**src/rtl/led_mode_sequencer_if.sv**
```systemverilog
// Board-side bundle for led_mode_sequencer: raw button in, LED drive and status out.
interface led_mode_sequencer_if;
   logic       btn1;
   logic [5:0] led;
   logic [1:0] mode;
   logic [1:0] speed;
   logic       step_tick;

   modport master (output btn1, input led, mode, speed, step_tick);
   modport slave  (input btn1, output led, mode, speed, step_tick);
endinterface

```
**src/rtl/led_mode_sequencer.sv**
```systemverilog
// LED pattern sequencer: debounced button, short/long press decode, four patterns, prescaled steps.
// Optional LED_PWM_DIM_EN adds an 8-bit PWM dimmer on the LED drive.
module led_mode_sequencer #(
   parameter int DEBOUNCE_CYCLES   = 270000,
   parameter int LONG_PRESS_CYCLES = 13500000,
   parameter int TICK_BASE         = 13500000,
   parameter int DIM_DUTY          = 64
) (
   input  logic                clk,
   input  logic                rst,
   led_mode_sequencer_if.slave io
);
   localparam int DB_W = $clog2(DEBOUNCE_CYCLES + 1);
   localparam int LP_W = $clog2(LONG_PRESS_CYCLES + 1);

   localparam logic [1:0] S_IDLE    = 2'd0;
   localparam logic [1:0] S_PRESSED = 2'd1;
   localparam logic [1:0] S_LONG    = 2'd2;

   logic            sync1_q, sync2_q;
   logic            db_q, db_d;
   logic [DB_W-1:0] dbc_q, dbc_d;
   logic [1:0]      st_q, st_d;
   logic [LP_W-1:0] hold_q, hold_d;
   logic            short_ev, long_ev, any_ev;
   logic [1:0]      mode_q, mode_d;
   logic [1:0]      speed_q, speed_d;
   logic [23:0]     pre_q, pre_d, period;
   logic            tick_raw, step_tick;
   logic [5:0]      pat_q, pat_d;
   logic            dir_q, dir_d;

   // Raw step state -> displayed pattern; s is count, position, phase or fill level by mode.
   function automatic logic [5:0] pat_of(input logic [1:0] m, input logic [5:0] s);
      logic [6:0] f;
      f = (7'd1 << s[2:0]) - 7'd1;
      case (m)
         2'd0:    pat_of = s;
         2'd1:    pat_of = 6'd1 << s[2:0];
         2'd2:    pat_of = {6{s[0]}};
         default: pat_of = f[5:0];
      endcase
   endfunction

   always_ff @(posedge clk) begin
      if (rst) begin
         sync1_q <= 1'b1;
         sync2_q <= 1'b1;
      end else begin
         sync1_q <= io.btn1;
         sync2_q <= sync1_q;
      end
   end

   // Counts consecutive samples that disagree with the accepted level.
   always_comb begin
      db_d  = db_q;
      dbc_d = '0;
      if (sync2_q != db_q) begin
         if (dbc_q == DB_W'(DEBOUNCE_CYCLES - 1)) db_d = sync2_q;
         else                                    dbc_d = dbc_q + 1'b1;
      end
   end

   always_comb begin
      st_d     = st_q;
      hold_d   = hold_q;
      short_ev = 1'b0;
      long_ev  = 1'b0;
      case (st_q)
         S_IDLE: begin
            if (!db_q) begin
               st_d   = S_PRESSED;
               hold_d = '0;
            end
         end
         S_PRESSED: begin
            if (db_q) begin
               st_d     = S_IDLE;
               short_ev = 1'b1;
            end else if (hold_q == LP_W'(LONG_PRESS_CYCLES - 1)) begin
               st_d    = S_LONG;
               long_ev = 1'b1;
            end else begin
               hold_d = hold_q + 1'b1;
            end
         end
         S_LONG:  if (db_q) st_d = S_IDLE;
         default: st_d = S_IDLE;
      endcase
   end

   assign any_ev  = short_ev | long_ev;
   assign mode_d  = mode_q + {1'b0, short_ev};
   assign speed_d = speed_q + {1'b0, long_ev};

   // An event restarts the step period and swallows a coincident tick.
   assign period    = 24'(TICK_BASE) >> speed_q;
   assign tick_raw  = (pre_q == period - 24'd1);
   assign step_tick = tick_raw & ~any_ev;
   assign pre_d     = (any_ev | tick_raw) ? 24'd0 : pre_q + 24'd1;

   always_comb begin
      pat_d = pat_q;
      dir_d = dir_q;
      if (short_ev) begin
         pat_d = '0;
         dir_d = 1'b0;
      end else if (step_tick) begin
         case (mode_q)
            2'd0: pat_d = pat_q + 6'd1;
            2'd1: begin
               if (!dir_q) begin
                  if (pat_q == 6'd5) begin
                     pat_d = 6'd4;
                     dir_d = 1'b1;
                  end else begin
                     pat_d = pat_q + 6'd1;
                  end
               end else begin
                  if (pat_q == 6'd0) begin
                     pat_d = 6'd1;
                     dir_d = 1'b0;
                  end else begin
                     pat_d = pat_q - 6'd1;
                  end
               end
            end
            2'd2:    pat_d = {5'd0, ~pat_q[0]};
            default: pat_d = (pat_q == 6'd6) ? 6'd0 : pat_q + 6'd1;
         endcase
      end
   end

   always_ff @(posedge clk) begin
      if (rst) begin
         db_q    <= 1'b1;
         dbc_q   <= '0;
         st_q    <= S_IDLE;
         hold_q  <= '0;
         mode_q  <= 2'd0;
         speed_q <= 2'd0;
         pre_q   <= 24'd0;
         pat_q   <= 6'd0;
         dir_q   <= 1'b0;
      end else begin
         db_q    <= db_d;
         dbc_q   <= dbc_d;
         st_q    <= st_d;
         hold_q  <= hold_d;
         mode_q  <= mode_d;
         speed_q <= speed_d;
         pre_q   <= pre_d;
         pat_q   <= pat_d;
         dir_q   <= dir_d;
      end
   end

`ifdef LED_PWM_DIM_EN
   logic [7:0] pwm_q;
   logic [5:0] led_q;

   // Registered from next-state so step latency matches the undimmed build.
   always_ff @(posedge clk) begin
      if (rst) begin
         pwm_q <= 8'd0;
         led_q <= 6'h3F;
      end else begin
         pwm_q <= pwm_q + 8'd1;
         led_q <= ~(pat_of(mode_d, pat_d) & {6{{1'b0, pwm_q} < 9'(DIM_DUTY)}});
      end
   end

   assign io.led = led_q;
`else
   assign io.led = ~pat_of(mode_q, pat_q);
`endif

   assign io.mode      = mode_q;
   assign io.speed     = speed_q;
   assign io.step_tick = step_tick;
endmodule
```
**src/flat_wrapper.sv**
```systemverilog
// flat-port wrapper written by rule: the top's interface ports become plain ports
module led_mode_sequencer_flat 
#(
   parameter int DEBOUNCE_CYCLES   = 270000,
   parameter int LONG_PRESS_CYCLES = 13500000,
   parameter int TICK_BASE         = 13500000,
   parameter int DIM_DUTY          = 64
)
  (clk, rst, io_btn1, io_led, io_mode, io_speed, io_step_tick);
  led_mode_sequencer_if io_i ();
  input  logic clk;
  input  logic rst;
  input wire logic [$bits(io_i.btn1)-1:0] io_btn1;
  output wire logic [$bits(io_i.led)-1:0] io_led;
  output wire logic [$bits(io_i.mode)-1:0] io_mode;
  output wire logic [$bits(io_i.speed)-1:0] io_speed;
  output wire logic [$bits(io_i.step_tick)-1:0] io_step_tick;
  assign io_i.btn1 = io_btn1;
  assign io_led = io_i.led;
  assign io_mode = io_i.mode;
  assign io_speed = io_i.speed;
  assign io_step_tick = io_i.step_tick;
  led_mode_sequencer #(.DEBOUNCE_CYCLES(DEBOUNCE_CYCLES), .LONG_PRESS_CYCLES(LONG_PRESS_CYCLES), .TICK_BASE(TICK_BASE), .DIM_DUTY(DIM_DUTY)) u_core (.clk(clk), .rst(rst), .io(io_i));
endmodule
```
**config.mk**
```make
export PLATFORM = sky130hd
export DESIGN_NAME = led_mode_sequencer_flat
export DESIGN_NICKNAME = d
export VERILOG_FILES = /design/src/rtl/led_mode_sequencer_if.sv /design/src/rtl/led_mode_sequencer.sv /design/src/flat_wrapper.sv
export SDC_FILE = /design/constraint.sdc
export NUM_CORES = 1
export LEC_CHECK = 0
export ABC_CLOCK_PERIOD_IN_PS = 6110
export BUFFER_PORTS_ARGS = -buffer_cell sky130_fd_sc_hd__buf_4
export CAP_MARGIN = 10
export CORE_ASPECT_RATIO = 0.7
export CORE_MARGIN = 3
export CORE_UTILIZATION = 61
export DETAILED_ROUTE_END_ITERATION = 7
export PLACE_DENSITY = 0.78
export SLEW_MARGIN = 10
export SYNTH_ARGS = -nofsm -noshare
export SYNTH_HDL_FRONTEND = slang
export SYNTH_SLANG_ARGS = --single-unit
```
**constraint.sdc**
```tcl
create_clock -name clk -period 6.11 [get_ports clk]
set_input_delay 0.611 -clock clk [delete_from_list [all_inputs] [get_ports clk]]
set_output_delay 0.611 -clock clk [all_outputs]
set_load 0.03 [all_outputs]
```
# Yosys cells after proc, flatten, opt, wreduce, memory -nomap -nowiden

Cells that the tools add are included.
Widths: inputs -> output; s select.

Register bits: 83
Word-level logic and storage cells: 79

Reduce and logical (&&, ||, !) cells: 11
Bitwise gates (word level): 7
$add $sub $neg: 9
Shifts and indexed selects: 3
Equality and inequality tests: 15
Muxes and demuxes: 23

Operators by type and width:

| operator              | number |
|---|---|
| $mux 24               | 3 |
| $add 24x1->24 const B | 2 |
| $pmux 24 s2           | 1 |
| $pmux 6 s3            | 2 |
| $eq 24x24->1          | 1 |
| $eq 24x24->1 const B  | 1 |
| $mux 6                | 4 |
| $shr 24x2->24 const A | 1 |
| $sub 24x1->24 const B | 1 |
| $add 19x1->19 const B | 1 |
| $eq 19x19->1 const B  | 1 |
| $eq 6x3->1 const B    | 2 |
| $shl 1x3->6 const A   | 2 |
| $sub 6x1->6 const B   | 2 |
| $mux 1                | 8 |
| $mux 2                | 4 |
| $add 6x1->6 const B   | 1 |
| $logic_not 6->1       | 1 |
| $ne 2x2->1 const B    | 3 |
| $not 6->6             | 1 |
| $pmux 2 s3            | 1 |
| $add 2x1->2           | 2 |
| $eq 2x1->1 const B    | 2 |
| $eq 2x2->1 const B    | 2 |
| 13 further kinds      | 19 |

# Logic depth before layout (Yosys ltp)

Word-level depth: 8
Gate-level depth with buffers: 10

# Worst setup path after synthesis

OpenSTA, ideal clock, no wires.

Path type: register to output
Start point: register u_core.speed_q[1], in the netlist u_core.io.speed[1]
End point: output port io_step_tick
Cell stages (with the launch flop): 7
Path buffers: 0
Arrival time: 2718 ps
Path slack: 2781 ps
Data required time: 5499 ps
Cell sequence: dfxtp_1 -> inv_1 -> ha_1 -> xor2_1 -> xnor2_1 -> nand4bb_1 -> nor4_1

Cells in the longest elaborated chain, start to end: 4

RTL lines:

| what                   | RTL line                  | RTL |
|---|---|---|
| start, declared        | led_mode_sequencer.sv:27  | `logic [1:0] speed_q, speed_d;` |
| start signal, assigned | led_mode_sequencer.sv:152 | `speed_q <= speed_d;` |
| $shr 24x2->24          | led_mode_sequencer.sv:98  | `assign period = 24'(TICK_BASE) >> speed_q;` |
| $sub 24x1->24          | led_mode_sequencer.sv:99  | `assign tick_raw = (pre_q == period - 24'd1);` |
| $eq 24x24->1           | led_mode_sequencer.sv:99  |  |
| $and 1x1->1            | led_mode_sequencer.sv:100 | `assign step_tick = tick_raw & ~any_ev;` |
| end, declared          | flat_wrapper.sv:17        | `output wire logic [$bits(io_i.step_tick)-1:0] io_step_tick;` |

Every way passes these cells.

# Final worst setup path

Ends and elaborated chain as after synthesis.

==> implementation parameters <==
Parameter                              Value

Power
  Leakage Power ... 1.678 nW
  Internal Dissipation ... 0.7469 mW
  Proportion of power drawn by combinational gates ... 1.5%
  Relative contribution of the clock network to total power ... 41.7%
  Peak ir drop on the vdd network ... 0.1485 mV
  Switching power summed over all nets ... 0.2137 mW
  Proportion of power drawn by flip-flops and latches ... 56.8%
  Net switching fraction of the power ... 22.24%
  PD cells ... 195.2 nW/um2

Placement
  Count of buffers inserted at the top-level ports ... 13
  Post-detailed-placement half-perimeter wirelength ... 6.556 mm
  Number of cells in the design after placement ... 636
  Cell area after placement ... 4718 um2
  Final GP Congestion ... 0.9669
  Worst Setup Slack post-DPL ... 3.157 ns

Clock network
  Clock sink total ... 83
  Setup Buffers After CTS ... 0
  Clock tree from TritonCTS ... done
  Clock Latency Late Sink ... 0.37 ns
  Hold buffers post-CTS ... 0
  Clock tree root driver cell ... sky130_fd_sc_hd__clkbuf_8
  Count of H-tree levels built during CTS ... 3
  Buffer levels on the longest clock path ... 2
  Clock-pin slew reported for the worst setup and hold paths after clock tree synthesis ... 0.08 ns
  Quantity of gates resized following cts ... 0
  Inserted Clock Buffers ... 9

Yosys
  Number of enable-type register cells in the synthesized netlist ... 0
  Area share of the largest cell type after synthesis ... 35.94%
  Mapped Nets ... 574
  Number of warnings reported in the yosys synthesis log ... 0
  Synth Instances ... 551
  Part of the Yosys area used for sequential elements ... 35.94%
  FFs w/ async S/R, synth ... 0%
  Cell Area, Synth ... 4623 um2
  Synthesized area per cell ... 8.391 um2
  Post-synthesis sequential element count ... 83
  Cell type with the highest aggregate area in the netlist ... sky130_fd_sc_hd__dfxtp_1
  Top post-synthesis cells by area ... sky130_fd_sc_hd__dfxtp_1 36%, sky130_fd_sc_hd__nor2_1 8.0%, sky130_fd_sc_hd__xnor2_1 8.0%
  Netlist cell types ... 56
  Top_reg_cell synth ... sky130_fd_sc_hd__dfxtp_1

Die
  Effective utilization at floorplan ... 65.69%
  Core Rows ... 25
  IO Count ... 14
  X dimension of the die ... 110.1 um
  Core Region ... 7038 um2
  DIE HEIGHT ... 78.84 um
  Area of the die ... 8676 um2

Drt
  DR pass1 iterations ... 5
  Final wirelength ... 9.120 mm
  Number of vias in the routed layout ... 3,777
  Via count normalized by instance count ... 5.793
  DR WL/cell ... 13.99 um
  DRC violation total after the first TritonRoute iteration ... 265
  Number of nets with antenna violations after routing ... 0
  Drc violations ... 0

Timing
  Final number of hold-violating endpoints ... 0
  Final period utilization ... 54.36%
  Final count of negative-setup-slack endpoints ... 0
  Maximum frequency from static timing analysis ... 301.1 MHz
  Fin Setup TNS ... 0 ns
  Post-layout worst setup margin ... 2.789 ns
  Post-Route Skew ... 0.01152 ns
  Max-slew violations ... 0
  Slew at the pin with the worst max-slew slack ... 1.090 ns
  Setup repair after global routing missed its margin ... no
  Headroom to the max-slew limit ... 26.30%
  Final critical delay including setup and external delays ... 3.321 ns

Critical path
  Critical-path top delay cell ... sky130_fd_sc_hd__dfxtp_1
  Worst Path Class, Setup ... register to primary output
  Worst-path maximum fanout ... 11
  Required time reported for the critical path endpoint ... 5.50 ns
  Crit-path leading delay family ... simple AND/OR/NAND/NOR gates
  Element type at the critical path end ... primary output
  Element type at the critical path start ... register
  Count of buffer and inverter cells on the critical path ... 2
  Largest incremental delay on the critical path ... 0.58 ns
  List of cells traversed by the critical path ... inv_1, ha_1, xor2_1, xnor2_1, nand4bb_1, nor4_1, buf_4
  WP data arrival ... 2.71 ns

Global routing
  Largest net degree at the start of global routing ... 25
  Global route total overflow ... 0
  Vias in the first global route ... 3,537
  First-pass GRT wire length ... 16.11 mm
  Initial antenna violation count ... 0
  Global-route usage over all layers ... 23.10%

Hold path
  Hold crit path type ... register to register

Job
  Number of max-capacitance violations reported ... 0

Cells and area
  Count of placed standard cells in the final layout, fillers left out ... 652
  Antenna Cells ... 0
  Number of nets in the layout ... 576
  Total non-filler cell area in the finished layout ... 4921 um2
  Area added between synthesis and finish ... 6.441%
  Ratio of cells with drive above 1 in the final layout ... 9.498%
  Post-Route Utilization ... 69.92%

Run status
  Result of the run ... finished clean
cell usage in the layout, fill, tap and decap left out, types with 6 or more instances in the layout:
master and n:
sky130_fd_sc_hd__nand4_1 13, sky130_fd_sc_hd__inv_1 16, sky130_fd_sc_hd__nand2_1 39, sky130_fd_sc_hd__nor2_1 98, sky130_fd_sc_hd__xor2_1 37, sky130_fd_sc_hd__nor2b_1 8
sky130_fd_sc_hd__and3_1 11, sky130_fd_sc_hd__or2_2 6, sky130_fd_sc_hd__ha_1 20, sky130_fd_sc_hd__nor3_1 12, sky130_fd_sc_hd__buf_4 13, sky130_fd_sc_hd__clkbuf_8 10
sky130_fd_sc_hd__o22ai_1 6, sky130_fd_sc_hd__dfxtp_1 83, sky130_fd_sc_hd__nand3_1 34, sky130_fd_sc_hd__a21oi_1 22, sky130_fd_sc_hd__a211oi_1 10, sky130_fd_sc_hd__xnor2_1 42
sky130_fd_sc_hd__o21ai_0 7
cell families (layout without fill, tap and decap cells):
group                    Yosys count  in the layout  synth area share (%)
AO/OA/AOI/OAI                     63             63                 9.148
XOR/XNOR                          79             79                 14.97
adder cells (fa/ha/maj)           20             20                 5.413
buffers and inverters             38             45                 3.897
flip-flops                        83             83                 35.94
multiplexers                       2              2                0.7307
AND/OR/NAND/NOR                  266            266                 29.91
cell usage after synthesis, drive strengths merged (2+ instances only):
master / count
a211o: 2
a211oi: 14
a21o: 3
a21oi: 22
and2: 3
and3: 12
and4: 6
buf: 8
clkbuf: 14
dfxtp: 83
ha: 20
inv: 16
nand2: 39
nand2b: 4
nand3: 34
nand4: 14
nand4b: 2
nand4bb: 3
nor2: 98
nor2b: 8
nor3: 13
nor4: 5
nor4b: 2
nor4bb: 4
o211ai: 2
o21ai: 8
o22ai: 6
or2: 6
or3: 5
or4: 5
xnor2: 42
xor2: 37
worst paths after layout:
check | startpoint | endpoint | slack [ns] | cells after the start
min reg2reg | u_core.sync1_q | u_core.sync2_q | 0.41 | 1
max | u_core.io.speed[1] | io_step_tick | 2.79 | 7
min | u_core.sync1_q | u_core.sync2_q | 0.41 | 1
max reg2reg | u_core.io.speed[1] | u_core.pre_q[11] | 3.28 | 7
state kept, by name (all words and copies together) (netlist names):
| register | flops |
|---|---|
| u_core.io.speed | 2 |
| u_core.dir_q | 1 |
| u_core.sync2_q | 1 |
| u_core.pre_q | 24 |
| u_core.pat_q | 6 |
| u_core.dbc_q | 19 |
| u_core.hold_q | 24 |
| u_core.db_q | 1 |
| u_core.sync1_q | 1 |
| u_core.io.mode | 2 |
| u_core.st_q | 2 |
power groups by stage:
| stage | Clock [mW] | Combinational, mW | Sequential, mW |
|---|---|---|---|
| after floorplan | 0 | 0.0122 | 0.558 |
| after global placement | 0 | 0.0143 | 0.558 |
| after detailed placement | 0 | 0.0147 | 0.558 |
| after CTS | 0.413 | 0.0149 | 0.545 |
| after global routing | 0.439 | 0.0164 | 0.546 |
| final | 0.400 | 0.0148 | 0.546 |
worst reg2reg max path, stage by stage (launching register included):
cell and delay, ns:
sky130_fd_sc_hd__dfxtp_1 0.58, sky130_fd_sc_hd__inv_1 0.17, sky130_fd_sc_hd__ha_1 0.36, sky130_fd_sc_hd__xor2_1 0.17
sky130_fd_sc_hd__xnor2_1 0.21, sky130_fd_sc_hd__nand4bb_1 0.23, sky130_fd_sc_hd__o21ai_2 0.84, sky130_fd_sc_hd__nor2_1 0.13
stage by stage:
stage | total power [mW] | hold WS, ns
3_5_place_dp | 0.5728 | 0.3932
3_3_place_gp | 0.5723 | 0.3935
5_1_grt | 1.001 | 0.4009
6_report | 0.9605 | 0.4123
2_1_floorplan | 0.5698 | 0.3895
4_1_cts | 0.9733 | 0.4053
metal layers:
metal | global-route usage (%) | up-vias | share of wire (%)
met5 | 0 | - | 0
met4 | 6.351 | 0 | 1.0
met3 | 6.661 | 10 | 6.8
met2 | 35.11 | 118 | 44
met1 | 31.91 | 1745 | 49
li1 | - | 1904 | -
cell type report:
class | instances | area [um2]
sequential | 83 | 1662
timing repair buffer | 13 | 97.59
inverter | 16 | 60.06
fill | 557 | 2117
clock buffer | 10 | 137.6
tap | 94 | 117.6
clock inverter | 6 | 65.06
multi-input combinational | 430 | 2781
Power figures use the tool's default switching activity.
